===== src/rtl/instruction_fetch_stage.sv =====
// Instruction fetch stage: owns the PC, drives the instruction memory address and
// fills the IF/ID register, handling stall, flush, redirect and the halt opcode.
module instruction_fetch_stage #(
  parameter int unsigned N        = 16,
  parameter logic [15:0] RESET_PC = 16'h0000
) (
  input  logic        clk,
  input  logic        rst,
  input  logic        stall,
  input  logic        flush,
  input  logic        redirect,
  input  logic [15:0] redirect_pc,
  output logic [15:0] ReadAddress,
  input  logic [15:0] Instruction,
  output logic [15:0] if_id_instr,
  output logic [15:0] if_id_pc,
  output logic        if_id_valid,
  output logic        halted,
  output logic [15:0] fetch_count
);

  localparam int unsigned AW        = 16;
  localparam logic [AW:0] MEM_BYTES = (AW + 1)'(2 * N);
  localparam logic [3:0]  HALT_OP   = 4'hF;

  typedef enum logic [1:0] {BOOT, RUN, HALT} state_t;

  state_t          state, state_nx;
  logic [AW-1:0]   pc, pc_nx, pc_plus2, target_pc;
  logic [AW-1:0]   instr_nx, ipc_nx, cnt_nx;
  logic            valid_nx, halted_nx;
  logic            in_range;

  assign ReadAddress = pc;
  assign pc_plus2    = pc + AW'(2);
  assign target_pc   = redirect_pc & 16'hFFFE;
  assign in_range    = {1'b0, pc} < MEM_BYTES;

  // State, PC and IF/ID register
  always_ff @(posedge clk) begin
    if (rst) begin
      state       <= BOOT;
      pc          <= RESET_PC;
      if_id_instr <= '0;
      if_id_pc    <= '0;
      if_id_valid <= 1'b0;
      halted      <= 1'b0;
      fetch_count <= '0;
    end else begin
      state       <= state_nx;
      pc          <= pc_nx;
      if_id_instr <= instr_nx;
      if_id_pc    <= ipc_nx;
      if_id_valid <= valid_nx;
      halted      <= halted_nx;
      fetch_count <= cnt_nx;
    end
  end

  // Next state, next PC and IF/ID contents
  always_comb begin
    state_nx  = state;
    pc_nx     = pc;
    instr_nx  = if_id_instr;
    ipc_nx    = if_id_pc;
    valid_nx  = if_id_valid;
    halted_nx = 1'b0;
    cnt_nx    = fetch_count;

    case (state)
      BOOT: begin
        state_nx = RUN;
      end

      RUN: begin
        if (redirect) begin
          pc_nx    = target_pc;
          instr_nx = '0;
          ipc_nx   = '0;
          valid_nx = 1'b0;
        end else if (stall) begin
          // Hold PC and IF/ID; a concurrent flush still squashes the held entry
          if (flush) begin
            instr_nx = '0;
            ipc_nx   = '0;
            valid_nx = 1'b0;
          end
        end else if (flush) begin
          pc_nx    = pc_plus2;
          instr_nx = '0;
          ipc_nx   = '0;
          valid_nx = 1'b0;
        end else begin
          pc_nx = pc_plus2;
          if (in_range) begin
            instr_nx = Instruction;
            ipc_nx   = pc_plus2;
            valid_nx = 1'b1;
            cnt_nx   = fetch_count + AW'(1);
            if (Instruction[15:12] == HALT_OP) begin
              state_nx = HALT;
            end
          end else begin
            instr_nx = '0;
            ipc_nx   = '0;
            valid_nx = 1'b0;
          end
        end
      end

      HALT: begin
        instr_nx = '0;
        ipc_nx   = '0;
        valid_nx = 1'b0;
        if (redirect) begin
          pc_nx    = target_pc;
          state_nx = RUN;
        end else begin
          halted_nx = 1'b1;
        end
      end

      default: begin
        state_nx = BOOT;
      end
    endcase
  end

endmodule


===== config.mk =====
export PLATFORM = sky130hd
export DESIGN_NAME = instruction_fetch_stage
export DESIGN_NICKNAME = d
export VERILOG_FILES = /design/src/rtl/instruction_fetch_stage.sv
export SDC_FILE = /design/constraint.sdc
export NUM_CORES = 1
export LEC_CHECK = 0
export CAP_MARGIN = 15
export CORE_UTILIZATION = 35
export DETAILED_ROUTE_END_ITERATION = 8
export PLACE_DENSITY = 0.7
export SLEW_MARGIN = 5
export SYNTH_ARGS = -nofsm -noshare
export SYNTH_HDL_FRONTEND = slang
export SYNTH_SLANG_ARGS = --single-unit

===== constraint.sdc =====
create_clock -name clk -period 5.89 [get_ports clk]
set_input_delay 1.178 -clock clk [delete_from_list [all_inputs] [get_ports clk]]
set_output_delay 1.178 -clock clk [all_outputs]
set_load 0.005 [all_outputs]

## After elaboration in Yosys (flattened, before gate mapping)

Cells that the tools add are included.

- Equality and inequality tests: 11
- Add/subtract/negate cells: 2
- $lt $le $gt $ge: 1
- Bitwise gates (word level): 4
- Reductions and logical operators: 7
- Divide/modulo/power cells: 0
- Shifts and indexed selects: 0
- Multiplexer cells: 29
- Multipliers: 0

Operators by type and width:

| operator | count |
|---|---|
| $mux W16 | 12 |
| $pmux W16 S2 | 3 |
| $add A16 B1 Y16 const B | 1 |
| $add A16 B2 Y16 const B | 1 |
| $lt A16 B6 Y1 const B | 1 |
| $mux W2 | 6 |
| $ne A2 B2 Y1 const B | 6 |
| $mux W1 | 6 |
| $pmux W2 S3 | 1 |
| $reduce_and A6 Y1 | 1 |
| $reduce_and A5 Y1 | 1 |
| $eq A4 B4 Y1 const B | 1 |
| $ne A4 B4 Y1 const B | 1 |
| $not A1 Y1 | 4 |
| $ne A3 B3 Y1 const B | 1 |
| $reduce_and A3 Y1 | 1 |
| $eq A2 B1 Y1 const B | 1 |
| $eq A2 B2 Y1 const B | 1 |
| $logic_not A2 Y1 | 1 |
| $pmux W1 S2 | 1 |
| $reduce_and A2 Y1 | 1 |
| $reduce_bool A2 Y1 | 1 |
| $reduce_or A2 Y1 | 1 |

- Output and inout port bits: 66
- RAM bits: 0
- Memories kept: 0
- ROM bits: 0
- Word-level logic and storage cells: 61
- Register bits: 68
- Latch bits: 0

## Depth between registers and ports, before layout

Gate-level depths: netlist of the first run.

- Depth in word-level cells: 7
- Gate-level depth with buffers: 9

## Least setup slack after synthesis of the first run

OpenSTA, ideal clock, no wires.

- Path kind: in2reg
- Start: input flush
- End: register fetch_count[15]
- Arrival: 2.403 ns
- Buffers on the path: 1
- Path slack: 3.366 ns
- Stages on the path: 5
- Data required time: 5.769 ns
- Path through: nor4_2 -> nand4_2 -> buf_2 -> nor4_1 -> mux2_2

- Longest elaborated chain between the ends: 2

RTL lines:

| what | RTL line | RTL |
|---|---|---|
| from (decl) | 10 | `input logic flush,` |
| $not A1 Y1 (no line) | n/a |  |
| $reduce_and A5 Y1 (no line) | n/a |  |
| to (signal assigned) | 56 | `fetch_count <= cnt_nx;` |
| to (decl) | 19 | `output logic [15:0] fetch_count` |

No other way between the ends.
A chain may end at the register's enable or synchronous reset.

## Worst setup path in the final report of the first run

- Start: input stall
- End: register state[0]

- Longest elaborated chain between the ends: 2

RTL lines:

| what | RTL line | RTL |
|---|---|---|
| from (decl) | 9 | `input logic stall,` |
| $ne A2 B2 Y1 (no line) | n/a |  |
| $reduce_and A6 Y1 (no line) | n/a |  |
| to (signal assigned) | 50 | `state <= state_nx;` |
| to (decl) | 28 | `state_t state, state_nx;` |

No other way between the ends.

==> results.py, run 1 <==
metrics = {
    "worst_hold_path": {
        "min_delay_path_depth": 2,
        "holdPathEnd": "if_id_pc[5]",
        "hp-start": "if_id_pc[5]",
        "hp-class": "register to register",
    },
    "worst_setup_path": {
        "endpoint_kind": "register",
        "reg2reg_depth": 4,
        "timing.rr.start": "ReadAddress[5]",
        "ff2ff_setup_slack_ps": 3300,
        "cp_cell_sequence": "clkdlybuf4s50_1 > nor4_2 > nand4_2 > or4_4 > a221oi_2",
        "slowest_delay_ps": 780,
        "reg2reg_to": "state[0]",
        "worstSetupStartpointType": "input pin",
        "required_ps": 6150,
        "worstPathArrival_ps": 3620,
        "critPathKind": "input pin to register",
        "crit_buf_inv": 1,
        "crit_fanout": 36,
        "path_delay_family": "simple AND/OR/NAND/NOR gates",
        "critPathSlowestCell": "or4_4",
    },
    "grt": {
        "grt_max_degree": 37,
        "grt_pass1_wl_um": 13100,
        "overflow": 0,
        "antenna_found_initial": 0,
        "grt_usage_pct": 18.5,
        "first_global_vias": 2763,
    },
    "clock_network": {
        "clkSlewWorstSetupHoldPaths_ps": 70,
        "cts_buffer_depth": 2,
        "postCtsSetupBuffers": 0,
        "cts_tree": "done",
        "cts_buffers": 9,
        "cts_resized": 0,
        "clock_latency_ps": 350,
        "cts_hold_buffers": 0,
        "cts.sinks": 67,
        "htreeDepth": 3,
        "cts_root_buffer": "clkbuf_8",
    },
    "yosys": {
        "yosys.cell_count.top_type": "dfxtp_1",
        "synth_cell_types": 54,
        "synthCells": 333,
        "yosys.area.top_type": "dfxtp_1",
        "synthArstFlopShare_pct": 0,
        "postSynthAreaPerCell_um2": 9.22,
        "synth_area_leaders": "dfxtp_1 (44%), a22o_1 (5.4%), a21oi_1 (3.4%)",
        "syn_nets": 375,
        "synth_seq_cells": 67,
        "synth_edf_count": 0,
        "yosys_warnings": 0,
        "synth_top_area_share_pct": 43.7,
        "synth-main-ff-cell": "dfxtp_1",
        "synthTopCellsByCount": "dfxtp_1 (67), a21oi_1 (21), a22o_1 (19)",
        "syn_area_um2": 3070,
        "ys_seq_area_share_pct": 43.7,
    },
    "sta": {
        "layout_min_cycle_time_ps": 3360,
        "finalSetupTns_ps": 0,
        "relSlewSlack_pct": 44.6,
        "slew_violations": 0,
        "finalCritPeriodShare_pct": 57.0,
        "rsz0062_at_grt": "no",
        "setup_viol": 0,
        "fmax_mhz": 298,
        "skew_ps": 8.14,
        "tightest_slew_ps": 828,
        "hold_viol": 0,
    },
    "floorplan": {
        "initial_core_util_pct": 36.8,
        "fp.dieH_um": 95.7,
        "die_x_um": 95.7,
        "die_area_um2": 9150,
        "coreArea_um2": 8340,
        "io_pins": 103,
        "rows": 33,
    },
    "place": {
        "dp.cells": 515,
        "port_buffers": 100,
        "hpwl_um": 5530,
        "gp_congestion": 0.779,
    },
    "cells_and_area": {
        "area.growth.synth_to_final_pct": 40.8,
        "fin_nets": 463,
        "instances_no_fill": 529,
        "drive_gt1_share_pct": 8.49,
        "antennaDiodeCount": 0,
        "fin_util_pct": 51.9,
    },
    "drt": {
        "vias": 3039,
        "via_per_inst": 5.74,
        "routedWlPerCell_um": 16.0,
        "drc": 0,
        "drt-pass1-iter-count": 5,
        "route.antenna.remaining_nets": 0,
        "drtIter0Drc": 155,
        "wl_um": 8470,
    },
    "power": {
        "switching_share_pct": 26.2,
        "p_seq_share_pct": 46.7,
        "comb_power_share_pct": 14.1,
        "p_int_uw": 769,
        "ir_drop_v": 0.000124,
        "cellPowerDensity_nw_per_um2": 241,
        "p_clk_share_pct": 39.2,
        "power_leakage_uw": 0.00156,
        "switchingPower_uw": 273,
    },
    "run_status": {
        "status": "complete, no violations",
    },
    "run": {
        "cap_violations": 0,
    },
}
logic make-up (layout without fill, tap and decap cells):
family          Yosys count  after routing  synth area share, %
simple gates            117            117                 23.5
xor+xnor                  3              3                0.856
other cells               1              1                0.122
buf+inv                  40            131                 5.58
flops                    67             67                 43.7
fa+ha+maj                 5              5                 2.04
compound gates           98             98                 23.5
mux                       2              2                0.733
how the worst max path moves through the flow:
stage / start / end / depth (start not counted)
after global routing: stall / state[0] / 5
after CTS: flush / state[0] / 5
final: stall / state[0] / 5
after detailed placement: flush / state[0] / 5
after global placement: flush / state[0] / 5
after floorplan: flush / fetch_count[15] / 5
state kept, by name, summed over array words and instances (netlist names):
name	flops
ReadAddress	15
fetch_count	16
halted	1
if_id_instr	16
if_id_pc	16
if_id_valid	1
state	2
area by class of cell:
class	instances	area, um2
clock inverter	5	80.1
clock buffer	9	124
timing repair buffer	105	1040
fill	783	4020
multi-input combinational	226	1570
tap	105	131
inverter	12	45.0
sequential	67	1340
worst reg2reg max path: cells and delay by family, from the launching register on:
family	cells	cell delay, ps
AND/OR/NAND/NOR	3	1800
AO/OA/AOI/OAI	1	240
flip-flops	1	460
per-layer routing:
metal,track usage (%),part of all wire (%),up-vias
li1,-,-,1445
met1,23.4,45,1448
met2,29.5,44,133
met3,5.26,8.3,13
met4,7.21,2.1,0
met5,0,0,-
metrics by stage:
stage / cell area, um2 / hold WS, ps / worst slack, ps / total power [uW]
6_report: 4330 / 456 / 2530 / 1040
4_1_cts: 4330 / 459 / 2530 / 1050
3_5_place_dp: 4120 / 451 / 2170 / 643
2_1_floorplan: 3070 / 448 / 3370 / 570
3_3_place_gp: 4120 / 433 / 2250 / 639
5_1_grt: 4330 / 491 / 2410 / 1090
layout by cell type, fill, tap and decap left out, drive strengths merged, types with 3 or more instances in the layout:
master	instances
clkdlybuf4s50	100
dfxtp	67
a21oi	21
a22o	19
nand2	17
and3	15
nand3	13
inv	12
and4	11
o21ai	11
nor2	10
nand4	10
or4	10
clkbuf	9
or2	7
o41ai	7
o311ai	7
o31ai	6
a31oi	5
ha	5
buf	5
nor4	5
and2	4
a211oi	4
o211a	3
xor2	3
nand2b	3
or3	3
a221oi	3
power groups by stage:
stage          Clock [uW]  Combinational, uW  Sequential (uW)
6_report              409                147              487
5_1_grt               439                160              489
4_1_cts               416                147              486
3_5_place_dp            0                145              497
3_3_place_gp            0                143              496
2_1_floorplan           0               79.5              491
Power figures use the tool's default switching activity.
==> inputs of run 2 (changes only) <==
- PLACE_DENSITY: 0.7 -> 0.72
- clock period: 5.89 -> 2.9 ns (I/O delays scaled with it)
==> run 2 against run 1 <==
Critical path depth up 1. Sequential power up 100%. Total power up 110%. Largest cell class unchanged. Largest power group unchanged. Highest routed layer unchanged.
==> results.py, run 2 (synthesized netlist as in run 1, its figures left out) <==
metrics = {
    "run_status": {
        "status": "complete, no violations",
    },
    "worst_setup_path": {
        "required_ps": 3160,
        "worstSetupStartpointType": "input pin",
        "worstPathArrival_ps": 2480,
        "endpoint_kind": "register",
        "slowest_delay_ps": 530,
        "critPathKind": "input pin to register",
        "crit_buf_inv": 2,
        "crit_fanout": 36,
        "cp_cell_sequence": "clkdlybuf4s50_1 > nor4_2 > nand4_2 > buf_4 > or4_4 > a221oi_2",
        "critPathSlowestCell": "or4_4",
        "path_delay_family": "simple AND/OR/NAND/NOR gates",
    },
    "power": {
        "p_int_uw": 1610,
        "p_clk_share_pct": 40.4,
        "power_leakage_uw": 0.00163,
        "comb_power_share_pct": 14.4,
        "cellPowerDensity_nw_per_um2": 491,
        "switchingPower_uw": 571,
        "ir_drop_v": 0.000233,
        "p_seq_share_pct": 45.3,
        "switching_share_pct": 26.2,
    },
    "floorplan": {
        "io_pins": 103,
        "coreArea_um2": 8340,
        "die_x_um": 95.7,
        "fp.dieH_um": 95.7,
        "rows": 33,
        "die_area_um2": 9150,
        "initial_core_util_pct": 36.8,
    },
    "sta": {
        "setup_viol": 0,
        "finalSetupTns_ps": 0,
        "tightest_slew_ps": 531,
        "relSlewSlack_pct": 64.6,
        "finalCritPeriodShare_pct": 76.8,
        "skew_ps": 7.06,
        "fmax_mhz": 449,
        "layout_min_cycle_time_ps": 2230,
        "hold_viol": 0,
        "rsz0062_at_grt": "no",
        "slew_violations": 0,
    },
    "grt": {
        "grt_usage_pct": 18.3,
        "overflow": 0,
        "grt_max_degree": 37,
        "antenna_found_initial": 0,
        "first_global_vias": 2741,
        "grt_pass1_wl_um": 13100,
    },
    "clock_network": {
        "clock_latency_ps": 340,
        "postCtsSetupBuffers": 0,
        "cts_tree": "done",
        "cts_root_buffer": "clkbuf_8",
        "htreeDepth": 3,
        "cts_resized": 0,
        "clkSlewWorstSetupHoldPaths_ps": 80,
        "cts_hold_buffers": 0,
        "cts_buffer_depth": 2,
        "cts_buffers": 9,
        "cts.sinks": 67,
    },
    "cells_and_area": {
        "fin_util_pct": 53.3,
        "drive_gt1_share_pct": 11.0,
        "instances_no_fill": 541,
        "fin_nets": 473,
        "antennaDiodeCount": 0,
        "largest_registers": "fetch_count (16), if_id_instr (16), if_id_pc (16)",
        "final_common_cell": "clkdlybuf4s50_1",
        "area.growth.synth_to_final_pct": 44.8,
        "layout_common_cells": "clkdlybuf4s50_1 (100), dfxtp_1 (67), a21oi_1 (21), a22o_1 (19), nand2_1 (17)",
    },
    "worst_hold_path": {
        "hp-class": "register to register",
    },
    "drt": {
        "via_per_inst": 5.62,
        "vias": 3040,
        "wl_um": 8330,
        "drt-pass1-iter-count": 4,
        "route.antenna.remaining_nets": 0,
        "drtIter0Drc": 228,
        "drc": 0,
        "routedWlPerCell_um": 15.4,
    },
    "run": {
        "cap_violations": 0,
    },
    "place": {
        "dp.cells": 525,
        "gp_congestion": 0.759,
        "hpwl_um": 5770,
        "port_buffers": 100,
    },
}
-- run 2: cell types whose count changed in the layout (fill, tap and decap cells not counted) --
cell / previous run / this run
buf_12: 0 / 2
clkbuf_8: 9 / 10
buf_4: 5 / 13
clkinv_4: 0 / 1
-- run 2: metrics by stage --
step | cell area [um2] | power (uW) | setup WS [ps] | hold slack (ps)
2_1_floorplan | 3070 | 1160 | 974 | 448
3_3_place_gp | 4220 | 1320 | 390 | 433
3_5_place_dp | 4220 | 1320 | 321 | 440
4_1_cts | 4450 | 2210 | 690 | 458
5_1_grt | 4450 | 2290 | 586 | 472
6_report | 4450 | 2180 | 672 | 451
-- run 2: area by class of cell --
cell class | instances | area, um2
tap | 105 | 131
clock inverter | 6 | 88.8
timing repair buffer | 115 | 1140
inverter | 12 | 45.0
fill | 794 | 3890
clock buffer | 10 | 138
sequential | 67 | 1340
multi-input combinational | 226 | 1570
-- run 2: power groups by stage --
stage	clock, uW	combinational [uW]	sequential [uW]
5_1_grt	947	345	994
4_1_cts	906	315	988
2_1_floorplan	0	162	997
6_report	882	313	988
3_3_place_gp	0	307	1010
3_5_place_dp	0	313	1010
-- run 2: routing by layer --
| metal | vias up | part of all wire (%) | GRT usage, % |
|---|---|---|---|
| li1 | 1475 | - | - |
| met1 | 1442 | 44 | 22.5 |
| met2 | 116 | 46 | 29.6 |
| met3 | 7 | 8.8 | 7.34 |
| met4 | 0 | 0.68 | 4.73 |
| met5 | - | 0 | 0 |
-- run 2: worst paths after layout --
check | startpoint | end | slack [ps] | cells past startpoint
setup / recovery | flush | state[0] | 670 | 6
hold / removal | if_id_valid | if_id_valid | 450 | 1
setup reg to reg | state[0] | ReadAddress[12] | 770 | 7
hold reg to reg | if_id_valid | if_id_valid | 450 | 1
==> inputs of run 3 (changes only) <==
- clock period: 2.9 -> 2 ns (I/O delays scaled with it)
==> run 3 against run 2 <==
Flip-flop and latch count did not move. Count of clock-buffer cells in the layout is 1 higher. First-iteration DRC count fell by 41%. Global-route usage rose by 0.77 points. Total power grew 51%. Wire length rose by 6.4%. Critical endpoint is now if_id_instr[10]. Largest cell class unchanged.
==> results.py, run 3 (synthesized netlist as in run 1, its figures left out) <==
metrics = {
    "power": {
        "p_int_uw": 2450,
        "switching_share_pct": 25.6,
        "power_leakage_uw": 0.00181,
        "p_seq_share_pct": 43.1,
        "cellPowerDensity_nw_per_um2": 693,
        "switchingPower_uw": 842,
        "p_clk_share_pct": 39.4,
        "comb_power_share_pct": 17.5,
        "ir_drop_v": 0.000451,
    },
    "worst_setup_path": {
        "path_delay_family": "simple AND/OR/NAND/NOR gates",
        "critPathKind": "register to register",
        "slowest_delay_ps": 360,
        "required_ps": 2290,
        "path_common_cell": "nor4_4",
        "worstPathArrival_ps": 2200,
        "cp_cell_sequence": "nor4_4 > nand4_2 > buf_6 > nor4_4 > clkbuf_4 > a22o_1",
        "endpoint_kind": "register",
        "critPathSlowestCell": "dfxtp_1",
        "worstSetupStartpointType": "register",
        "crit_buf_inv": 2,
        "crit_fanout": 10,
    },
    "grt": {
        "first_global_vias": 2836,
        "grt_max_degree": 21,
        "grt_pass1_wl_um": 13500,
        "antenna_found_initial": 0,
        "overflow": 0,
        "grt_usage_pct": 19.1,
    },
    "drt": {
        "drt-pass1-iter-count": 4,
        "via_per_inst": 5.56,
        "vias": 3189,
        "routedWlPerCell_um": 15.4,
        "route.antenna.remaining_nets": 0,
        "wl_um": 8860,
        "drtIter0Drc": 134,
        "drc": 0,
    },
    "cells_and_area": {
        "fin_util_pct": 56.9,
        "area.growth.synth_to_final_pct": 54.5,
        "finalInstanceArea_um2": 4750,
        "layout_common_cells": "clkdlybuf4s50_1 (99), dfxtp_1 (67), buf_4 (42), a21oi_1 (21), a22o_1 (19)",
        "antennaDiodeCount": 0,
        "instances_no_fill": 574,
        "final_common_cell": "clkdlybuf4s50_1",
        "largest_registers": "fetch_count (16), if_id_instr (16), if_id_pc (16)",
        "drive_gt1_share_pct": 17.7,
        "fin_nets": 506,
    },
    "floorplan": {
        "io_pins": 103,
        "die_area_um2": 9150,
        "rows": 33,
        "initial_core_util_pct": 36.8,
        "die_x_um": 95.7,
        "fp.dieH_um": 95.7,
        "coreArea_um2": 8340,
    },
    "run_status": {
        "status": "complete, no violations",
    },
    "sta": {
        "setup_viol": 0,
        "hold_viol": 0,
        "fmax_mhz": 523,
        "rsz0062_at_grt": "no",
        "slew_violations": 0,
        "layout_min_cycle_time_ps": 1910,
        "finalCritPeriodShare_pct": 95.7,
        "holdWs_ps": 458,
        "skew_ps": 7.17,
    },
    "clock_network": {
        "cts_buffer_depth": 2,
        "cts_buffers": 9,
        "clkSlewWorstSetupHoldPaths_ps": 70,
        "cts.sinks": 67,
        "cts_root_buffer": "clkbuf_8",
        "clock_latency_ps": 340,
        "htreeDepth": 3,
        "cts_tree": "done",
    },
    "place": {
        "gp_congestion": 0.808,
        "port_buffers": 100,
        "dpl-instance-area_um2": 4440,
        "dp.cells": 554,
        "hpwl_um": 6210,
    },
    "run": {
        "cap_violations": 0,
    },
    "worst_hold_path": {
        "hp-class": "register to register",
    },
}
-- run 3: path summary, 6_finish.rpt --
kind	slack, ps	to	cells past startpoint	startpoint
max	90	if_id_instr[10]	6	ReadAddress[15]
min	460	if_id_valid	1	if_id_valid
max reg2reg	90	if_id_instr[10]	6	ReadAddress[15]
min reg2reg	460	if_id_valid	1	if_id_valid
-- run 3: cell type report --
class                      instances  area, um2
clock buffer                      11        151
clock inverter                     5       83.8
fill                             745       3590
inverter                          12       45.0
multi-input combinational        226       1600
sequential                        67       1340
tap                              105        131
timing repair buffer             148       1390
-- run 3: per-stage QoR --
step | TNS (ps) | power, uW | setup slack, ps
2_1_floorplan | 0 | 1680 | 127
3_3_place_gp | -7360 | 1980 | -232
3_5_place_dp | -10260 | 2000 | -312
4_1_cts | 0 | 3300 | 45.6
5_1_grt | 0 | 3430 | 0.207
6_report | 0 | 3290 | 86.8
-- run 3: timing repair --
action	4_1_cts	5_1_grt
buffers inserted	0	2
hold buffers	0	0
setup endpoints to repair	0	34
resized for setup	0	12
-- run 3: per-layer routing --
metal	share of wire (%)	track usage, %
met1	44	23.5
met2	47	30.9
met3	7.7	5.90
met4	1.6	7.46
met5	0	0
-- run 3: power by group through the flow --
stage	Sequential [uW]	Combinational (uW)	Clock, uW
after floorplan	1450	234	0
after global placement	1440	542	0
after detailed placement	1440	552	0
after CTS	1410	555	1330
after global routing	1420	621	1390
final	1420	576	1300
